$ cat config.mk
export PLATFORM = sky130hd
export DESIGN_NAME = opb_register_bank_simulink2ppc
export DESIGN_NICKNAME = d
export VERILOG_FILES = /design/src/rtl/opb_register_bank_simulink2ppc.sv
export SDC_FILE = /design/constraint.sdc
export NUM_CORES = 1
export LEC_CHECK = 0
export BUFFER_PORTS_ARGS = -buffer_cell sky130_fd_sc_hd__buf_2
export CORE_ASPECT_RATIO = 2
export CORE_MARGIN = 2
export CORE_UTILIZATION = 40
export CTS_BUF_LIST = sky130_fd_sc_hd__clkbuf_16
export CTS_CLUSTER_SIZE = 24
export DETAILED_ROUTE_END_ITERATION = 6
export GPL_TIMING_DRIVEN = 0
export HOLD_SLACK_MARGIN = 0.02
export PLACE_DENSITY_LB_ADDON = 0.1
export SLEW_MARGIN = 40
export SYNTH_ARGS = -nofsm -noshare
export SYNTH_HDL_FRONTEND = slang
export SYNTH_SLANG_ARGS = --single-unit
$ cat constraint.sdc
create_clock -name OPB_Clk -period 2.7 [get_ports OPB_Clk]
set_clock_uncertainty 0.05 [all_clocks]
set_input_delay 0.27 -clock OPB_Clk [delete_from_list [all_inputs] [get_ports OPB_Clk]]
set_output_delay 0.27 -clock OPB_Clk [all_outputs]
set_load 0.005 [all_outputs]
$ cat src/rtl/opb_register_bank_simulink2ppc.sv
// opb_register_bank_simulink2ppc: OPB slave exposing C_N_CH user registers and a CTRL word with snapshot/freeze.
// Optional macro OPB_REGBANK_UPDCNT_EN adds a 16-bit update counter per channel at words C_N_CH+1..2*C_N_CH.
module opb_register_bank_simulink2ppc #(
   parameter int                      C_OPB_AWIDTH = 32,
   parameter int                      C_OPB_DWIDTH = 32,
   parameter logic [C_OPB_AWIDTH-1:0] C_BASEADDR   = 32'h01008B00,
   parameter logic [C_OPB_AWIDTH-1:0] C_HIGHADDR   = 32'h01008BFF,
   parameter int                      C_N_CH       = 4,
   parameter                          C_FAMILY     = "virtex5"
) (
   input  logic                    OPB_Clk,
   input  logic                    OPB_Rst_n,
   input  logic [0:C_OPB_AWIDTH-1] OPB_ABus,
   input  logic [0:3]              OPB_BE,
   input  logic [0:C_OPB_DWIDTH-1] OPB_DBus,
   input  logic                    OPB_RNW,
   input  logic                    OPB_select,
   input  logic                    OPB_seqAddr,
   output logic [0:C_OPB_DWIDTH-1] Sl_DBus,
   output logic                    Sl_xferAck,
   output logic                    Sl_errAck,
   output logic                    Sl_retry,
   output logic                    Sl_toutSup,
   input  logic [32*C_N_CH-1:0]    user_data_in,
   input  logic [C_N_CH-1:0]       user_valid
);
   localparam int WW = C_OPB_AWIDTH - 2;
   typedef enum logic [1:0] {S_IDLE, S_XFER, S_WAIT} state_t;
   state_t                  state_q;
   logic [WW-1:0]           w_q;
   logic                    rnw_q, be3_q, freeze_q, ack_q, hit, wr_ctrl, snap_now;
   logic [1:0]              d_q;
   logic [C_OPB_AWIDTH-1:0] off;
   logic [C_OPB_DWIDTH-1:0] rdata, dbus_q;
   logic [C_N_CH-1:0][31:0] live_q, live_d, snap_q;
`ifdef OPB_REGBANK_UPDCNT_EN
   logic [C_N_CH-1:0][15:0] cnt_q, cnt_d, csnap_q;
`endif
   logic                    unused;

   assign unused     = ^{OPB_seqAddr, OPB_BE[0:2], OPB_DBus[0:C_OPB_DWIDTH-3], off[1:0]};
   assign off        = OPB_ABus - C_BASEADDR;
   assign hit        = OPB_select && OPB_ABus >= C_BASEADDR && OPB_ABus <= C_HIGHADDR;
   // d_q[1] is the snapshot pulse bit, d_q[0] the freeze bit; rising freeze also snapshots
   assign wr_ctrl    = state_q == S_XFER && !rnw_q && be3_q && w_q == WW'(C_N_CH);
   assign snap_now   = wr_ctrl && (d_q[1] || (d_q[0] && !freeze_q));
   assign Sl_DBus    = dbus_q;
   assign Sl_xferAck = ack_q;
   assign Sl_errAck  = 1'b0;
   assign Sl_retry   = 1'b0;
   assign Sl_toutSup = 1'b0;

   // next live (and counter) values: a strobed channel takes this cycle's user data
   always_comb begin
      live_d = live_q;
`ifdef OPB_REGBANK_UPDCNT_EN
      cnt_d = cnt_q;
`endif
      for (int i = 0; i < C_N_CH; i++) begin
         if (user_valid[i]) begin
            live_d[i] = user_data_in[32*i +: 32];
`ifdef OPB_REGBANK_UPDCNT_EN
            cnt_d[i] = cnt_q[i] + 16'd1;
`endif
         end
      end
   end

   // read mux over the registered word index; frozen reads come from the snapshot
   always_comb begin
      rdata = '0;
      for (int i = 0; i < C_N_CH; i++) begin
         if (w_q == WW'(i)) rdata = C_OPB_DWIDTH'(freeze_q ? snap_q[i] : live_q[i]);
`ifdef OPB_REGBANK_UPDCNT_EN
         if (w_q == WW'(C_N_CH + 1 + i)) rdata = C_OPB_DWIDTH'({16'b0, freeze_q ? csnap_q[i] : cnt_q[i]});
`endif
      end
      if (w_q == WW'(C_N_CH)) rdata = C_OPB_DWIDTH'({8'(C_N_CH), 23'b0, freeze_q});
   end

   // user-side live registers (and counters)
   always_ff @(posedge OPB_Clk) begin
      if (!OPB_Rst_n) begin
         live_q <= '0;
`ifdef OPB_REGBANK_UPDCNT_EN
         cnt_q <= '0;
`endif
      end else begin
         live_q <= live_d;
`ifdef OPB_REGBANK_UPDCNT_EN
         cnt_q <= cnt_d;
`endif
      end
   end

   // bus FSM with registered ack/data, CTRL freeze bit and snapshot capture
   always_ff @(posedge OPB_Clk) begin
      if (!OPB_Rst_n) begin
         state_q  <= S_IDLE;
         ack_q    <= 1'b0;
         dbus_q   <= '0;
         w_q      <= '0;
         rnw_q    <= 1'b0;
         be3_q    <= 1'b0;
         d_q      <= '0;
         freeze_q <= 1'b0;
         snap_q   <= '0;
`ifdef OPB_REGBANK_UPDCNT_EN
         csnap_q  <= '0;
`endif
      end else begin
         ack_q  <= 1'b0;
         dbus_q <= '0;
         case (state_q)
            S_IDLE: begin
               if (hit) begin
                  state_q <= S_XFER;
                  w_q     <= off[C_OPB_AWIDTH-1:2];
                  rnw_q   <= OPB_RNW;
                  be3_q   <= OPB_BE[3];
                  d_q     <= OPB_DBus[C_OPB_DWIDTH-2 +: 2];
               end
            end
            S_XFER: begin
               state_q <= S_WAIT;
               ack_q   <= 1'b1;
               dbus_q  <= rnw_q ? rdata : '0;
               if (wr_ctrl) freeze_q <= d_q[0];
            end
            default: if (!OPB_select) state_q <= S_IDLE;
         endcase
         if (snap_now) begin
            snap_q  <= live_d;
`ifdef OPB_REGBANK_UPDCNT_EN
            csnap_q <= cnt_d;
`endif
         end
      end
   end
endmodule

After elaboration in Yosys (flattened, before gate mapping)
Cells that the tools add are included.
Operators by class
  add/sub/neg operators: 1
  multiply operators: 0
  divide/modulo/power cells: 0
  order comparisons: 2
  equal/unequal tests: 7
  shift-type cells: 0
  muxes and demuxes: 17
  bitwise operators: 3
  reductions and logical operators: 17
Operator list (number)
  $mux 32: 12
  $eq 30x2->1 const B: 2
  $ge 32x25->1 const B: 1
  $le 32x25->1 const B: 1
  $sub 32x25->32 const B: 1
  $eq 30x1->1 const B: 1
  $eq 30x3->1 const B: 1
  $logic_not 30->1: 1
  $mux 27: 1
  $logic_and 1x1->1: 7
  $reduce_and 2->1: 3
  $mux 2: 2
  $pmux 2 s2: 1
  $reduce_or 4->1: 1
  $ne 3x1->1 const B: 1
  $not 1->1: 3
  $reduce_and 3->1: 1
  $eq 2x1->1 const B: 1
  $logic_not 1->1: 2
  $logic_not 2->1: 1
  $ne 2x2->1 const B: 1
  $logic_or 1x1->1: 1
  $mux 1: 1
Word-level totals
  bits in registers: 326
  bits in latches: 0
  RAM bits: 0
  memory bits (read-only): 0
  input port bits: 205
  output and inout bits: 36
  word-level logic and storage cells: 64
  memories: 0

Longest topological paths before layout
Gate-level depths: netlist (run 1).
  depth after elaboration: 6
  depth in mapped cells: 7
  gate-level depth less buffers: 5

Worst setup path before layout (run 1)
Ideal clock, no wire load.
  path type: register to register
  start: reg w_q[6]
  end: reg snap_q[0] in the netlist's numbering
  setup time: 123 ps
  arrival time: 2085 ps
  required time: 2527 ps
  setup slack: 442 ps
  stages on the path, launching flop included: 7
  period minus slack after synthesis: 2258 ps
  cell sequence: dfxtp_1 > or4_1 > nor3_4 > o2111a_1 > buf_2 > buf_4 > mux2_1
On the way
  cells in the longest elaborated chain, start to end: 3
Ends and longest elaborated chain
  start: declaration: RTL line 30  | logic [WW-1:0] w_q;
  start signal: assignment: RTL line 118  | w_q <= off[C_OPB_AWIDTH-1:2];
  $eq 30x3->1: RTL line 45  | assign wr_ctrl = state_q == S_XFER && !rnw_q && be3_q && w_q == WW'(C_N_CH);
  $logic_and 1x1->1: RTL line 45
  $logic_and 1x1->1: RTL line 46  | assign snap_now = wr_ctrl && (d_q[1] || (d_q[0] && !freeze_q));
  end signal: assignment: RTL line 133  | snap_q <= live_d;
  end: declaration: RTL line 35  | logic [C_N_CH-1:0][31:0] live_q, live_d, snap_q;
Every way passes these cells.
A chain may end at the register's enable or synchronous reset.

Worst setup path in the final report (run 1)
  start: reg w_q[6]
  end: reg dbus_q[17] (netlist: Sl_DBus[14])
On the way
  cells in the longest elaborated chain, start to end: 5
  elaborated cells on any way between the ends: 10
  those cells by class: 4 x eq/ne; 4 x mux; 2 x reduce/logical
Ends and longest elaborated chain
  $logic_not 30->1: RTL line 73  | if (w_q == WW'(i)) rdata = C_OPB_DWIDTH'(freeze_q ? snap_q[i] : live_q[i]);
  $mux 32 (4 in a row): RTL line 73
  end signal: assignment: RTL line 127  | dbus_q <= rnw_q ? rdata : '0;
  end: declaration: RTL line 34  | logic [C_OPB_DWIDTH-1:0] rdata, dbus_q;
Several ways; a longest one is shown, not always the timed one.

==> summary.md, run 1 <==
| Metric | Value |
|---|---|
| Fin area | 17800 sq um |
| Antenna violations before repair | 0 |
| Fmax | 377 MHz |
| Max cap viols | 0 |
| Setup CP Type | reg2reg |
| RePlAce Congestion | 0.810 |
| Critical Path Sink Type | flop |
| Crit start category | flop |
| Switch share | 0.226 |
| Die footprint | 35900 sq um |
| Hold/Removal Path Class | in2reg |
| Clock buffer depth | 3 |
| Die X | 135 um |
| Slew @ Worst Pin | 822 ps |
| Static leakage | 7.79 nW |
| GRT Total Usage | 0.228 |
| Initial core utilization | 0.402 |
| Clock Pin Slew Worst Setup and Hold Paths | 70 ps |
| Reg area | 6530 sq um |
| Synth area leaders | dfxtp_1 (48%), mux2_1 (11%), mux4_2 (10%) |
| Port bufs | 196 |
| Synthesized cell area | 13700 sq um |
| Die height | 266 um |
| R2R depth | 6 |
| Gr ovfl total | 0 |
| First-pass GRT wire length | 62.4 mm |
| Fraction of registers with async set/reset | 0 |
| Relative slew slack | 0.452 |
| Origin of the critical flop-to-flop path | w_q[6] |
| Hold path start | user_valid[3] |
| Int Pwr | 7.98 mW |
| TNS Setup | 0 ps |
| Routed Antenna Nets | 0 |
| Peak supply drop | 627 uV |
| Pwr/cell area | 580 nW/um^2 |
| Min cycle time layout | 2650 ps |
| Share of layout cells above drive strength 1 | 0.220 |
| Vias in the first global route | 11000 |
| Syn-to-layout area delta | 29.5% |
| Layout net count | 1810 |
| Syn Inst Count | 1231 |
| Vias per inst | 5.04 |
| Combinational share of power | 0.077 |
| Post-route DRC | 0 |
| Netlist cell types | 45 |
| R2r setup slk | 50 ps |
| RR Endpoint | Sl_DBus[14] |
| Top Ports | 241 |
| Clock Power Share | 0.439 |
| Routed WL | 41.2 mm |
| Max-slew violations | 0 |
| Worst-skew pair later-pin latency | 570 ps |
| Vias | 10400 |
| Htree depth | 1 |
| Avg WL per Cell | 19.9 um |
| Yosys top cell area share | 0.476 |
| CTS tree | yes |
| Largest net degree at the start of global routing | 17 |
| Min setup slack post-route | 47.8 ps |
| Yosys reg bits | 326 |
| Core Box Area | 34100 sq um |
| Clock sinks | 326 |
| Seq pwr share | 0.483 |
| Req. time, crit path | 3100 ps |
| Final Hold Violating Endpoints | 0 |
| Dpl cell area | 15300 sq um |
| Worst hold path depth | 3 |
| Status | complete, no violations |
| Final core occ | 0.521 |
| Final setup viols | 0 |
| Number of synthesized flops with an enable pin | 0 |
| Max FO, Critical Path | 10 |
| Period utilization | 0.982 |
| Post-Syn Area per Cell | 11.1 sq um |
| Arrival time at the worst endpoint | 3050 ps |
| Setup WS pre-CTS | -165 ps |
| Count leader, synth | dfxtp_1 |
| Psw | 2.33 mW |
| Number of fillers in the final layout | 3223 |
| Top cells by count, synth | dfxtp_1 (326), nor2_1 (137), mux2i_1 (130) |
| Root Buffer | clkbuf_16 |
| Yosys warning count | 0 |
| Synth area leader | dfxtp_1 |
| Final Total Pwr | 10.3 mW |
| Multi-input logic area | 6740 sq um |
| Worst hold endpoint | live_q[96] |
| Router iterations before antenna repair | 4 |
| Iter 0 DRT Violations | 366 |
| Placement row count | 96 |
| Dpl hpwl | 30.8 mm |
| TritonCTS buffer count | 30 |
| RSZ-0062 raised after global routing | no |
| N_diodes | 0 |
| Sequential fraction of the synthesis area | 0.476 |
| Synth Flop Type | dfxtp_1 |
[power groups by stage]
stage                     Combinational [mW]  Sequential, mW  Clock (mW)
after detailed placement               0.645            5.09           0
final                                  0.796            4.98        4.53
after global placement                 0.638            5.08           0
after global routing                   0.866            4.99        4.79
after CTS                              0.804            4.98        4.62
after floorplan                        0.359            5.07           0
[how the worst max path moves through the flow]
stage | start | to | slack (ps)
finish | w_q[6] | Sl_DBus[14] | 50
global route | freeze_q | Sl_DBus[14] | 20
CTS | w_q[0] | snap_q[44] | 8
detailed placement | w_q[20] | Sl_DBus[5] | -170
global placement | w_q[6] | Sl_DBus[5] | -790
floorplan | w_q[6] | snap_q[0] | 440
[sequential cells by signal (all words and copies together) (netlist names)]
signal      flops
state_q         2
freeze_q        1
snap_q        128
live_q        128
rnw_q           1
w_q            30
d_q             2
Sl_DBus        32
Sl_xferAck      1
be3_q           1
[through the flow]
step,hold WS [ps],instances
after floorplan,330,1233
after global placement,401,1870
after detailed placement,414,1872
after CTS,105,2067
after global routing,152,2067
final,122,2067
[layer usage]
metal | GRT usage | share of wire | vias up | wire length (um)
met3 | 0.0228 | 0.034 | 84 | 1420
met4 | 0.0997 | 0.044 | 0 | 1810
met1 | 0.251 | 0.38 | 5008 | 15800
met5 | 0 | 0 | - | 0
li1 | - | - | 5099 | -
met2 | 0.435 | 0.54 | 218 | 22200
[worst max-delay path, cell delays in order (launching register included)]
cell	delay, ps
dfxtp_1	320
or4_1	630
nor4_4	430
buf_2	260
clkbuf_1	390
nand3_1	160
a21oi_1	300
[layout by cell type, fill, tap and decap left out, types with 7 or more instances in the layout]
master,synthesis,layout
a21oi_1,53,53
and2_1,129,129
and3_1,12,12
buf_2,5,211
buf_4,16,18
clkbuf_1,69,62
clkbuf_16,0,31
clkbuf_2,0,10
clkinv_1,0,7
dfxtp_1,326,326
dlygate4sd3_1,0,140
inv_1,3,8
mux2_1,128,128
mux2i_1,130,130
mux4_2,63,63
nand3_1,48,48
nand4_1,32,32
nor2_1,137,137
o21ai_0,12,12
[logic make-up (layout without fill, tap and decap cells)]
group	count (synthesis)	count (layout)	share of synthesized area
DFF	326	326	0.476
AOI/OAI and AO/OA	81	81	0.0338
adders and majority gates	1	1	0.000912
muxes	321	321	0.303
other	1	3	0.000273
and+or+nand+nor	389	389	0.150
buffers and inverters	112	505	0.0355
[repair_timing]
item / in CTS / in global routing
hold endpoints to repair: 141 / 0
resized for setup: 2 / 7
endpoints found under the setup margin: 114 / 103
buffers inserted: 1 / 0
cloned: 0 / 0
hold buffers: 140 / 0
pin swaps: 1 / 0
[layout make-up]
| class | instances | share of cell area |
|---|---|---|
| multi-input cells | 795 | 0.380 |
| flip-flops and latches | 326 | 0.367 |
| repair buffers | 339 | 0.135 |
| clock buffers | 31 | 0.0437 |
| well taps | 441 | 0.0311 |
| plain buffers | 108 | 0.0279 |
| clock inverters | 23 | 0.0145 |
| inverters | 4 | 0.000845 |
Note: power is estimated with default switching activity, not from simulation.
==> run 2: changes to the inputs <==
- CORE_UTILIZATION: 40 -> 28
- SETUP_SLACK_MARGIN: default -> 0.3
==> run 2 against run 1 <==
  * Clock power decreased by 0.9%
  * Utilization fell by 15 points
  * Critical path depth increased by 1
  * Total power shrank 0.39%
  * Setup slack better by 320 ps
  * Die area increased by 42%
  * Design area rose by 1.2%
  * Combinational power hardly changed
  * Register-to-register slack better by 320 ps
  * Sequential share of layout area shrank 0.42 points
  * Non-clock buffer count decreased by 17
==> summary.md, run 2 (synthesized netlist as in run 1, its figures left out) <==
| Metric | Value |
|---|---|
| Placement row count | 114 (+19%) |
| Post-Layout Cell Count | 2256 (+9.1%) |
| Req. time, crit path | 3050 ps (-50 ps) |
| Min cycle time layout | 2330 ps (-321 ps) |
| Cell mode on critical path | buf_6 |
| Routed Antenna Nets | 0 (unchanged) |
| Port bufs | 196 (unchanged) |
| M3 GR Usage | 0.0222 (-0.000658) |
| Router iterations before antenna repair | 5 (+1) |
| Die footprint | 50900 sq um (+42%) |
| RSZ-0062 raised after global routing | no |
| Setup WS pre-CTS | -309 ps (-144 ps) |
| Vias | 10400 (+0.096%) |
| Htree depth | 2 (+1) |
| Commonest non-fill, non-tap cell in the layout | dfxtp_1 |
| Multi-input logic area | 6780 sq um (+0.48%) |
| Pwr/cell area | 571 nW/um^2 (-1.5%) |
| Die X | 161 um (+19%) |
| Static leakage | 7.80 nW (+0.14%) |
| Iter 0 DRT Violations | 317 (-13%) |
| Critical Path Sink Type | flop |
| Clock Pin Slew Worst Setup and Hold Paths | 70 ps (about the same) |
| Avg WL per Cell | 20.7 um (+4.0%) |
| Dpl cell area | 15500 sq um (+1.6%) |
| Worst-skew pair later-pin latency | 530 ps (-40 ps) |
| Met2 Resource Use GR | 0.363 (-0.0722) |
| Die height | 317 um (+19%) |
| Worst path slowest cell | nor4_1 |
| Fmax | 429 MHz (+14%) |
| Peak supply drop | 355 uV (-43%) |
| Hold slack | 25.0 ps (-96.7 ps) |
| Inst Count DP | 2068 (+10%) |
| CTS tree | yes |
| TritonCTS buffer count | 34 (+13%) |
| Reg area | 6530 sq um (unchanged) |
| Gr ovfl total | 0 (unchanged) |
| Arrival time at the worst endpoint | 2680 ps (-370 ps) |
| Final core occ | 0.372 (-0.149) |
| Clock buffer depth | 3 (unchanged) |
| Max-slew violations | 0 (unchanged) |
| Hold/Removal Path Class | in2reg |
| Root Buffer | clkbuf_16 |
| Final setup viols | 0 (unchanged) |
| Crit start category | flop |
| Dpl hpwl | 35.5 mm (+16%) |
| Core Box Area | 48400 sq um (+42%) |
| Post-route DRC | 0 (unchanged) |
| Number of fillers in the final layout | 4898 (+52%) |
| Relative slew slack | 0.433 (-0.0190) |
| RePlAce Congestion | 0.774 (-4.5%) |
| Status | complete, no violations |
| Layout net count | 1797 (-0.72%) |
| Final Total Pwr | 10.3 mW (-0.39%) |
| Met1 GRT Util | 0.199 (-0.0524) |
| Period utilization | 0.863 (-0.119) |
| Syn-to-layout area delta | 31.0% |
| Max FO, Critical Path | 10 (unchanged) |
| CP cell instances | nor4_1, and4_1, clkbuf_2, o2111a_1, buf_6, buf_6, mux2_1 |
| Final Hold Violating Endpoints | 0 (unchanged) |
| Routed WL | 46.8 mm (+14%) |
| Initial core utilization | 0.284 (-0.118) |
| Max cap viols | 0 (unchanged) |
| Setup CP Type | reg2reg |
| Vias in the first global route | 11400 (+3.0%) |
| Antenna violations before repair | 1 (+1) |
| Share of layout cells above drive strength 1 | 0.236 (+0.0161) |
| Most frequent cells in the layout | dfxtp_1 (326), buf_2 (210), nor2_1 (137) |
| Max incr delay on CP | 360 ps (-270 ps) |
| First-pass GRT wire length | 69.5 mm (+11%) |
| Busiest grt layer | met2 |
| Top Ports | 241 (unchanged) |
| Clock sinks | 326 (unchanged) |
| Vias per inst | 4.62 (-8.3%) |
| TNS Setup | 0 ps (unchanged) |
| Slew @ Worst Pin | 851 ps (+28.5 ps) |
| GRT Total Usage | 0.183 (-0.0449) |
| Fin area | 18000 sq um (+1.2%) |
| Largest net degree at the start of global routing | 14 (-3) |
| Min setup slack post-route | 369 ps (+321 ps) |
## run 2: cell count changes in the layout (fill, tap and decap cells not counted), sizes merged
cell         before  now
bufinv            6    0
dlygate4sd3     140  122
buf             235  238
inv               9   13
clkbuf          103  107
diode             0    1
clkinv            9   16
clkinvlp          3    0
## run 2: per-layer routing
layer  routed length (um)  vias to the layer above
met4                 1390                        0
met5                    0                        -
met3                 1450                       59
met1                18100                     5056
li1                     -                     5082
met2                25800                      222
## run 2: worst max-delay path: cells and delay by family, from the launching register on
kind	cells	cell delay [ps]
DFF	1	310
and+or+nand+nor	2	650
buffers and inverters	3	610
AOI/OAI and AO/OA	1	250
muxes	1	330
## run 2: repair_timing
| action | in CTS | in global routing |
|---|---|---|
| hold buffers | 121 | 1 |
| endpoints found under the hold margin | 122 | 1 |
| gates cloned | 0 | 0 |
| pin swaps | 2 | 1 |
| gates resized for setup | 40 | 14 |
| setup endpoints to repair | 160 | 130 |
| buffers inserted | 2 | 1 |
## run 2: layout make-up
type / count / share of cell area
antenna: 1 / 0.000139
buffer: 108 / 0.0330
clock buffer: 37 / 0.0515
clock inverter: 25 / 0.00578
inverter: 4 / 0.000835
multi-input combinational: 795 / 0.377
sequential: 326 / 0.363
tap: 638 / 0.0444
timing repair buffer: 322 / 0.124
## run 2: worst paths after layout
kind | slack (ps) | endpoint | start | cells after the start
worst max-delay path | 370 | snap_q[52] | w_q[20] | 7
worst min-delay path | 20 | live_q[90] | user_data_in[90] | 3
worst max register to register | 370 | snap_q[52] | w_q[20] | 7
worst min register to register | 420 | w_q[29] | w_q[29] | 2
## run 2: report_power, final
part	switching, mW	internal [mW]
logic	0.393	0.400
clock network	2.03	2.46
registers	0.0571	4.92
==> run 3: changes to the inputs <==
- REMOVE_ABC_BUFFERS: default -> 1
==> run 3 against run 2 <==
  * First-iteration DRC count up 9.1%
  * Critical path depth unchanged
  * Highest routed layer is now met5
  * Setup slack worse by 56 ps
==> summary.md, run 3 (synthesized netlist as in run 1, its figures left out) <==
| Metric | Value |
|---|---|
| Worst hold path depth | 3 (unchanged) |
| Status | complete, no violations |
| Share of layout cells above drive strength 1 | 0.255 (+0.0196) |
| Req. time, crit path | 3060 ps (about the same) |
| Max-slew violations | 0 (unchanged) |
| Met1 Wirelength | 19.1 mm (+5.4%) |
| Crit start category | flop |
| Commonest non-fill, non-tap cell in the layout | dfxtp_1 |
| Hold slack | 46.3 ps (+21.4 ps) |
| Clock Pin Slew Worst Setup and Hold Paths | 60 ps (about the same) |
| Router iterations before antenna repair | 5 (unchanged) |
| Placement row count | 114 (unchanged) |
| Min cycle time layout | 2390 ps (+56.2 ps) |
| CP cell instances | or4_4, nor3_4, o2111a_4, buf_12, buf_12, clkbuf_16, mux2_1 |
| Final Total Pwr | 10.2 mW (-0.23%) |
| Period utilization | 0.884 (+0.0208) |
| Pwr/cell area | 546 nW/um^2 (-4.4%) |
| Clock Power Share | 0.439 (about the same) |
| Cell mode on critical path | buf_12 |
| Critical Path Sink Type | flop |
| Avg WL per Cell | 20.5 um (-1.1%) |
| Worst-skew pair later-pin latency | 520 ps (about the same) |
| Combinational share of power | 0.075 (-0.002) |
| Worst path slowest cell | or4_4 |
| Vias in the first global route | 11200 (-1.6%) |
| Gr ovfl total | 0 (unchanged) |
| Setup WS pre-CTS | -330 ps (-20.8 ps) |
| Clock buffer depth | 3 (unchanged) |
| Max FO, Critical Path | 8 (-2) |
| Die footprint | 50900 sq um (unchanged) |
| Routed wl met3 | 1.68 mm (+16%) |
| Arrival time at the worst endpoint | 2750 ps (+70 ps) |
| Syn-to-layout area delta | 36.7% |
| Uppermost routed layer | met5 |
| Slew @ Worst Pin | 844 ps (-6.78 ps) |
| Static leakage | 8.08 nW (+3.6%) |
| Relative slew slack | 0.437 (+0.00452) |
| Final core occ | 0.388 (+0.0162) |
| RSZ-0062 raised after global routing | yes |
| Met2 Wirelength | 23.6 mm (-8.6%) |
| Fmax | 419 MHz (-2.4%) |
| Setup CP Type | reg2reg |
| Core Box Area | 48400 sq um (unchanged) |
| Int Pwr | 7.87 mW (+1.1%) |
| Root Buffer | clkbuf_16 |
| TritonCTS buffer count | 34 (unchanged) |
| N_diodes | 0 (-1) |
| Antenna violations before repair | 1 (unchanged) |
| Max cap viols | 0 (unchanged) |
| Clock sinks | 326 (unchanged) |
| Dpl hpwl | 27.2 mm (-23%) |
| Die X | 161 um (unchanged) |
| Routed Antenna Nets | 0 (unchanged) |
| Seq pwr share | 0.486 (about the same) |
| Final setup viols | 0 (unchanged) |
| Layout net count | 1770 (-1.5%) |
| Hold/Removal Path Class | in2reg |
| Psw | 2.36 mW (-4.5%) |
| GRT Total Usage | 0.176 (-0.00763) |
| Top Ports | 241 (unchanged) |
| Most frequent cells in the layout | dfxtp_1 (324), buf_2 (202), nor2_1 (137), dlygate4sd3_1 (137), mux2i_1 (130) |
| Port bufs | 201 (+2.6%) |
| Vias | 10400 (-0.12%) |
| Vias per inst | 4.69 (+1.4%) |
| Initial core utilization | 0.284 (unchanged) |
| Die height | 317 um (unchanged) |
| First-pass GRT wire length | 67.9 mm (-2.3%) |
| Iter 0 DRT Violations | 346 (+9.1%) |
| RePlAce Congestion | 0.702 (-9.2%) |
| Switch share | 0.231 (-0.0103) |
| R2R depth | 7 (unchanged) |
| R2r setup slk | 310 ps (-60 ps) |
| Htree depth | 2 (unchanged) |
| Routed WL | 45.6 mm (-2.6%) |
| Min setup slack post-route | 313 ps (-56.2 ps) |
| Largest net degree at the start of global routing | 80 (+66) |
| Max incr delay on CP | 570 ps (+210 ps) |
| CTS tree | yes |
| Post-route DRC | 0 (unchanged) |
| Peak supply drop | 427 uV (+20%) |
| Final Hold Violating Endpoints | 0 (unchanged) |
| TNS Setup | 0 ps (unchanged) |
run 3: path summary, 6_finish.rpt:
kind / end / from
max reg2reg: snap_q[97] / w_q[9]
max: snap_q[97] / w_q[9]
min reg2reg: freeze_q / d_q[0]
min: live_q[3] / user_data_in[3]
run 3: layout make-up:
| type | count | area (sq um) |
|---|---|---|
| Clock inverter | 18 | 96.3 |
| Inverter | 4 | 22.5 |
| Timing Repair Buffer | 402 | 3490 |
| Fill cell | 4748 | 29600 |
| Sequential cell | 326 | 6530 |
| Tap cell | 638 | 798 |
| Clock buffer | 37 | 926 |
| Multi-Input combinational cell | 796 | 6880 |
run 3: worst max-delay path, delay by kind of cell (launching register included):
family                 cells  cell delay (ps)
AND/OR/NAND/NOR            2              820
multiplexers               1              330
AO/OA/AOI/OAI              1              270
flip-flops                 1              310
buffers and inverters      3              480
run 3: metrics by stage:
stage          instances  cell area (sq um)
2_1_floorplan       1125              13300
3_3_place_gp        1964              15100
3_5_place_dp        1994              15600
4_1_cts             2208              18400
5_1_grt             2221              18800
6_report            2221              18800
run 3: timing repair:
item,4_1_cts,5_1_grt
hold buffers,137,0
resized for setup,15,18
hold endpoints to repair,138,0
gates cloned,6,6
setup endpoints to repair,180,98
pin swaps,6,3
setup buffers,16,7
run 3: power groups by stage:
stage / clock [mW] / combinational, mW / sequential, mW
2_1_floorplan: 0 / 0.288 / 5.07
3_3_place_gp: 0 / 0.599 / 5.09
3_5_place_dp: 0 / 0.619 / 5.09
4_1_cts: 4.68 / 0.786 / 4.98
5_1_grt: 4.82 / 0.844 / 4.99
6_report: 4.49 / 0.772 / 4.98
run 3: metal layers:
metal  global-route usage  up-vias
met5                    0        -
met4               0.0526        2
met3               0.0266       51
met2                0.327      217
met1                0.207     5098
li1                     -     5038
